<file path="config.mk">
export PLATFORM = sky130hd
export DESIGN_NAME = sev_seg_decoder
export DESIGN_NICKNAME = d
export VERILOG_FILES = /design/src/rtl/sev_seg_decoder.sv
export SDC_FILE = /design/constraint.sdc
export NUM_CORES = 1
export LEC_CHECK = 0
export ABC_CLOCK_PERIOD_IN_PS = 3100
export CORE_ASPECT_RATIO = 0.5
export CORE_MARGIN = 2
export CORE_UTILIZATION = 48
export DETAILED_ROUTE_END_ITERATION = 6
export MAX_ROUTING_LAYER = met4
export PLACE_DENSITY = 0.77
export SYNTH_ARGS = -nofsm -noshare
export SYNTH_HDL_FRONTEND = slang
export SYNTH_SLANG_ARGS = --single-unit
</file>
<file path="constraint.sdc">
create_clock -name CLK -period 3.1 [get_ports CLK]
set_input_delay 0.62 -clock CLK [delete_from_list [all_inputs] [get_ports CLK]]
set_output_delay 0.62 -clock CLK [all_outputs]
set_load 0.01 [all_outputs]
</file>
<file path="src/rtl/sev_seg_decoder.sv">
// Purpose : receive-side decoder for a multiplexed, active-low 7-segment display bus.
//           It waits for each anode/cathode pattern to settle, then decodes it back to a
//           hex nibble, a decimal-point bit and a blank flag, and reassembles the 8-digit frame.
// Latency : SETTLE_CYCLES+1 edges from the pins to DIGITS/DP/BLANK/SEEN/ERR; FRAME_VALID
//           rises on the same edge as the completing sample.
// Backpr. : none; this is a passive monitor, and patterns that never settle are ignored.
//
// Ports
//   CLK          system clock, rising edge
//   RST          asynchronous reset, active-high
//   SSEG_CA[7:0] cathodes, active-low: [6:0] = segments a..g, [7] = decimal point
//   SSEG_AN[7:0] anodes, active-low: bit i selects digit i
//   ERR_CLR      clears the sticky ERR flag; a new error on the same edge wins
//   DIGITS[31:0] decoded nibbles; digit i sits at [4i+3:4i]
//   DP[7:0]      decimal point lit on digit i
//   BLANK[7:0]   digit i was last seen with all segments off
//   SEEN[7:0]    digits captured so far in the current, incomplete frame
//   FRAME_VALID  one-cycle pulse when all 8 digits have been captured
//   ERR          sticky protocol/pattern error
module sev_seg_decoder #(
    parameter int unsigned SETTLE_CYCLES = 4   // legal range 1..15
) (
    input  logic        CLK,
    input  logic        RST,
    input  logic [7:0]  SSEG_CA,
    input  logic [7:0]  SSEG_AN,
    input  logic        ERR_CLR,
    output logic [31:0] DIGITS,
    output logic [7:0]  DP,
    output logic [7:0]  BLANK,
    output logic [7:0]  SEEN,
    output logic        FRAME_VALID,
    output logic        ERR
);

    localparam logic [3:0] SETTLE    = SETTLE_CYCLES[3:0];
    localparam logic [3:0] SETTLE_M1 = SETTLE - 4'd1;

    // Returns {legal, nibble}. An all-off pattern (7F) is not a legal hex pattern here;
    // the caller handles blanks separately.
    function automatic logic [4:0] seg_decode(input logic [6:0] seg);
        logic [4:0] r;
        case (seg)
            7'h40:   r = {1'b1, 4'h0};
            7'h79:   r = {1'b1, 4'h1};
            7'h24:   r = {1'b1, 4'h2};
            7'h30:   r = {1'b1, 4'h3};
            7'h19:   r = {1'b1, 4'h4};
            7'h12:   r = {1'b1, 4'h5};
            7'h02:   r = {1'b1, 4'h6};
            7'h78:   r = {1'b1, 4'h7};
            7'h00:   r = {1'b1, 4'h8};
            7'h10:   r = {1'b1, 4'h9};
            7'h08:   r = {1'b1, 4'hA};
            7'h03:   r = {1'b1, 4'hB};
            7'h46:   r = {1'b1, 4'hC};
            7'h21:   r = {1'b1, 4'hD};
            7'h06:   r = {1'b1, 4'hE};
            7'h0E:   r = {1'b1, 4'hF};
            default: r = {1'b0, 4'h0};
        endcase
        return r;
    endfunction

    // State registers
    logic [15:0] r_in_q;
    logic [3:0]  cnt_q,    cnt_d;
    logic [31:0] digits_q, digits_d;
    logic [7:0]  dp_q,     dp_d;
    logic [7:0]  blank_q,  blank_d;
    logic [7:0]  seen_q,   seen_d;
    logic        fv_q,     fv_d;
    logic        err_q,    err_d;

    // Combinational helpers
    logic [15:0] pins;
    logic        pin_change;
    logic        sample;
    logic [7:0]  an_low;
    logic [7:0]  ca;
    logic        an_one;
    logic        an_multi;
    logic [2:0]  idx;
    logic [4:0]  dec;
    logic [7:0]  seen_set;
    logic        new_err;
    logic        upd;

    assign pins       = {SSEG_AN, SSEG_CA};
    assign pin_change = (pins != r_in_q);

    // Sample exactly on the edge where the counter reaches SETTLE, i.e. when it is one
    // short of SETTLE and the pins still match r_in; a saturated counter never re-samples.
    assign sample = !pin_change && (cnt_q == SETTLE_M1);

    always_comb begin
        cnt_d = cnt_q;
        if (pin_change) begin
            cnt_d = 4'd0;
        end else if (cnt_q != SETTLE) begin
            cnt_d = cnt_q + 4'd1;
        end
    end

    // Decode the settled pattern held in r_in (not the raw pins).
    assign an_low   = ~r_in_q[15:8];
    assign ca       = r_in_q[7:0];
    assign an_one   = (an_low != 8'h00) && ((an_low & (an_low - 8'd1)) == 8'h00);
    assign an_multi = (an_low != 8'h00) && !an_one;
    assign dec      = seg_decode(ca[6:0]);

    always_comb begin
        idx = 3'd0;
        for (int i = 0; i < 8; i++) begin
            if (an_low[i]) begin
                idx = 3'(i);
            end
        end
    end

    assign seen_set = seen_q | (8'b1 << idx);

    always_comb begin
        digits_d = digits_q;
        dp_d     = dp_q;
        blank_d  = blank_q;
        seen_d   = seen_q;
        fv_d     = 1'b0;
        new_err  = 1'b0;
        upd      = 1'b0;

        if (sample) begin
            if (an_multi) begin
                new_err = 1'b1;
            end else if (an_one) begin
                if (dec[4]) begin
                    digits_d[{idx, 2'b00} +: 4] = dec[3:0];
                    blank_d[idx]                = 1'b0;
                    dp_d[idx]                   = ~ca[7];
                    upd                         = 1'b1;
                end else if (ca[6:0] == 7'h7F) begin
                    // Blank digit: keep the last nibble, only flag it as blank.
                    blank_d[idx] = 1'b1;
                    dp_d[idx]    = ~ca[7];
                    upd          = 1'b1;
                end else begin
                    new_err = 1'b1;
                end

                if (upd) begin
                    // seen_set can only reach FF when this sample adds the last missing
                    // digit, so re-sampling a digit never completes a frame.
                    if (seen_set == 8'hFF) begin
                        seen_d = 8'h00;
                        fv_d   = 1'b1;
                    end else begin
                        seen_d = seen_set;
                    end
                end
            end
        end

        // A new error takes priority over a simultaneous clear.
        err_d = new_err | (err_q & ~ERR_CLR);
    end

    always_ff @(posedge CLK or posedge RST) begin
        if (RST) begin
            r_in_q   <= 16'hFFFF;
            cnt_q    <= 4'd0;
            digits_q <= 32'h0;
            dp_q     <= 8'h00;
            blank_q  <= 8'h00;
            seen_q   <= 8'h00;
            fv_q     <= 1'b0;
            err_q    <= 1'b0;
        end else begin
            r_in_q   <= pins;
            cnt_q    <= cnt_d;
            digits_q <= digits_d;
            dp_q     <= dp_d;
            blank_q  <= blank_d;
            seen_q   <= seen_d;
            fv_q     <= fv_d;
            err_q    <= err_d;
        end
    end

    assign DIGITS      = digits_q;
    assign DP          = dp_q;
    assign BLANK       = blank_q;
    assign SEEN        = seen_q;
    assign FRAME_VALID = fv_q;
    assign ERR         = err_q;

endmodule

</file>
==> summary.txt <==
Run status
  – Outcome: complete, no violations

Drt
  – Met3 routed WL: 526 µm
  – Metal-1 WL: 4.77 mm
  – DR top layer: met4
  – Drt first pass iters: 5
  – Met2 wire length: 4.38 mm
  – Drt first-iter violations: approximately 270
  – DR DRC count: 0
  – Final WL: 9.81 mm
  – WL/cell: about 16 µm
  – DR vias/cell: 5.58
  – DRT antenna net count: 0
  – Vias: 3366

Clock network
  – Clock sink total: 78
  – Clock Latency Late Sink: 340 ps
  – CTS tree: yes
  – Htree depth: 3
  – CTS max path bufs: 2
  – Clock transition at path regs: about 60 ps
  – CTS buffer count: 9
  – Root buf cell: clkbuf_16

STA
  – Setup tns final: 0 ps
  – Final Cycle Share: 96.4%
  – Clk_skew: 5.67 ps
  – Hold slack: between 400 and 500 ps
  – Actual slew at the worst max-slew pin: 911 ps
  – Final Hold Viols: 0
  – Tmin final: 2990 ps
  – Fmax: between 300 and 400 MHz
  – Slew HR: 39.1%
  – Fin. max-slew vios: 0
  – Final setup viols: 0

Setup path
  – Crit-path cells: nand2_1, a31o_4, inv_1, ha_2, ha_1, or3_1, nor4_4, mux2_2
  – Crit Path Max Fanout: 7
  – Worst R2R Setup Slack: 110 ps
  – CP max stage delay: 620 ps
  – Critical Path Sink Type: flop
  – Critical R2R Launch: r_in_q[11]
  – CP Class: reg -> reg
  – Startpoint Class: flop
  – Worst EP required: 3330 ps
  – Slowest CP cell: dfstp_2
  – Worst EP arrival: 3220 ps
  – Worst Setup SP: r_in_q[11]

Logic synthesis
  – Asr flop ratio synth: 100%
  – Synth Flop Type: dfrtp_1
  – Count of unique library cells instantiated by Yosys: 58
  – EDFF count, synth: 0
  – Cell accounting for the most synthesized area: dfrtp_1
  – YS warnings: 0
  – Syn_area_per_cell: 11.3 µm²
  – Synth Cell Area: 4210 µm²
  – Sequential-to-total area share from yosys stat: 46.9%
  – Area contributors post-synth: dfrtp_1 (37%), dfstp_2 (10%), mux2_2 (8.0%), nor4_4 (4.0%), xor2_1 (3.7%)
  – Mapped Nets: 400
  – Yosys reg bits: 78
  – Cell count after synthesis: 373
  – Share of the synthesized area in the top cell type: between 30% and 40%

Floorplan
  – Chip Width: 136 µm
  – DIE HEIGHT: 70.2 µm
  – Core footprint: 8620 µm²
  – Die area: 9570 µm²
  – Top Ports: 77
  – Core Rows: 24
  – Starting Density: 48.8%

Layout
  – Area grow syn2layout: 36.6%
  – Multi-input combinational cell area: 2140 µm²
  – N_diodes: 0
  – Core Util, Final: between 60% and 70%
  – Nets@finish: 508
  – Fillers: 630
  – FF+latch area: 1970 µm²
  – Layout cells sized above 1: roughly 30%
  – Final instance area: 5750 µm²

GRT
  – Overflow after GRT: 0
  – Largest net degree at the start of global routing: 79
  – Initial antenna violation count: 0
  – Vias in the first global route: 3180
  – First-pass GRT wire length: between 15 and 20 mm
  – Tot GR Track Use: ~22%

Place
  – GPL Wtd Cong: approximately 0.86
  – Post-DP HPWL: 6.66 mm
  – IO buf count: 76
  – Placed standard-cell area: approximately 5300 µm²

Power and ir drop
  – Power density cells: 404 nW/µm²
  – Worst VDD drop: about 0.00025 V
  – Leakage: 2.54 nW

Hold path
  – Hold Crit Class: reg -> reg

Run
  – MaxCap Viol Count: 0
==> synth_stat cells (all sizes together), types with 5 or more instances <==
| cell type | n |
|---|---|
| mux2i | 12 |
| buf | 12 |
| nand3 | 7 |
| nand4 | 8 |
| mux2 | 30 |
| nor2 | 18 |
| a21oi | 7 |
| nor3 | 7 |
| xor2 | 18 |
| clkbuf | 9 |
| dfstp | 16 |
| nor2b | 5 |
| nand2 | 16 |
| dfrtp | 62 |
| a2bb2oi | 5 |
| ha | 8 |
| nand3b | 5 |
| inv | 21 |
| o21a | 9 |
| nor4 | 35 |
| o22a | 6 |
==> final cells by class <==
type	count	area share [%]
Multi-Input combinational cell	252	37.2
Sequential cell	78	34.3
Timing Repair Buffer	118	19.3
Clock buffer	10	4.16
Tap cell	117	2.55
Inverter	22	1.44
Clock inverter	6	1.07
==> cells in the final DEF (no fill, tap or decap), drive strengths merged, types with 10 or more instances in the layout <==
cell           count
xor2              18
nand2             16
dfstp             16
clkdlybuf4s50     75
inv               21
nor4              35
nor2              18
clkbuf            10
mux2              30
buf               42
dfrtp             62
mux2i             12
==> metrics by stage <==
step / setup slack [ps] / power, W / std cells
6_report: 110 / 0.00232 / 603
5_1_grt: -12.0 / 0.00241 / 603
4_1_cts: 24.9 / 0.00233 / 597
3_5_place_dp: -451 / 0.00127 / 581
3_3_place_gp: -454 / 0.00126 / 581
2_1_floorplan: 0.949 / 0.00119 / 373
==> cell families after synthesis <==
kind of cell	share of synthesized area, %
DFF	46.9
adders and majority gates	2.62
and+or+nand+nor	21.8
buffers and inverters	4.70
muxes	10.9
xor gates and xnor gates	3.96
AOI/OAI and AO/OA	9.19
==> final timing paths <==
| path | end | depth (start not counted) |
|---|---|---|
| setup / recovery | DIGITS[6] | 8 |
| hold / removal | flop | 1 |
| setup reg to reg | DIGITS[6] | 8 |
| min in group asynchronous | cnt_q[3] | 3 |
| max in group asynchronous | r_in_q[7] | 3 |
| hold reg to reg | flop | 1 |
==> layer usage <==
metal	global-route usage, %	up-vias
li1	-	1595
met1	30.8	1636
met2	32.4	123
met3	5.16	12
met4	6.60	0
met5	-	-
==> worst max-delay path, delay by kind of cell, from the launching register on <==
family	cells	cell delay [ps]
AO/OA/AOI/OAI	1	290
AND/OR/NAND/NOR	3	990
flip-flops	1	620
adder cells (fa/ha/maj)	2	490
buffers and inverters	1	100
multiplexers	1	380
==> what timing repair did <==
item                                    in CTS  in global routing
gates resized for setup                      4                 20
pin swaps                                    0                 13
buffers inserted                             0                  6
endpoints found under the setup margin      49                 53
hold buffers                                 0                  0
==> power breakdown <==
group / switching, W / leakage, nW / internal [W]
clock network: 0.000415 / 0.148 / 0.000642
registers: 0.0000171 / 0.977 / 0.00104
logic: 0.000122 / 1.42 / 0.0000881
total: 0.000554 / 2.54 / 0.00177
No activity file was read; power rests on OpenSTA's default activity.
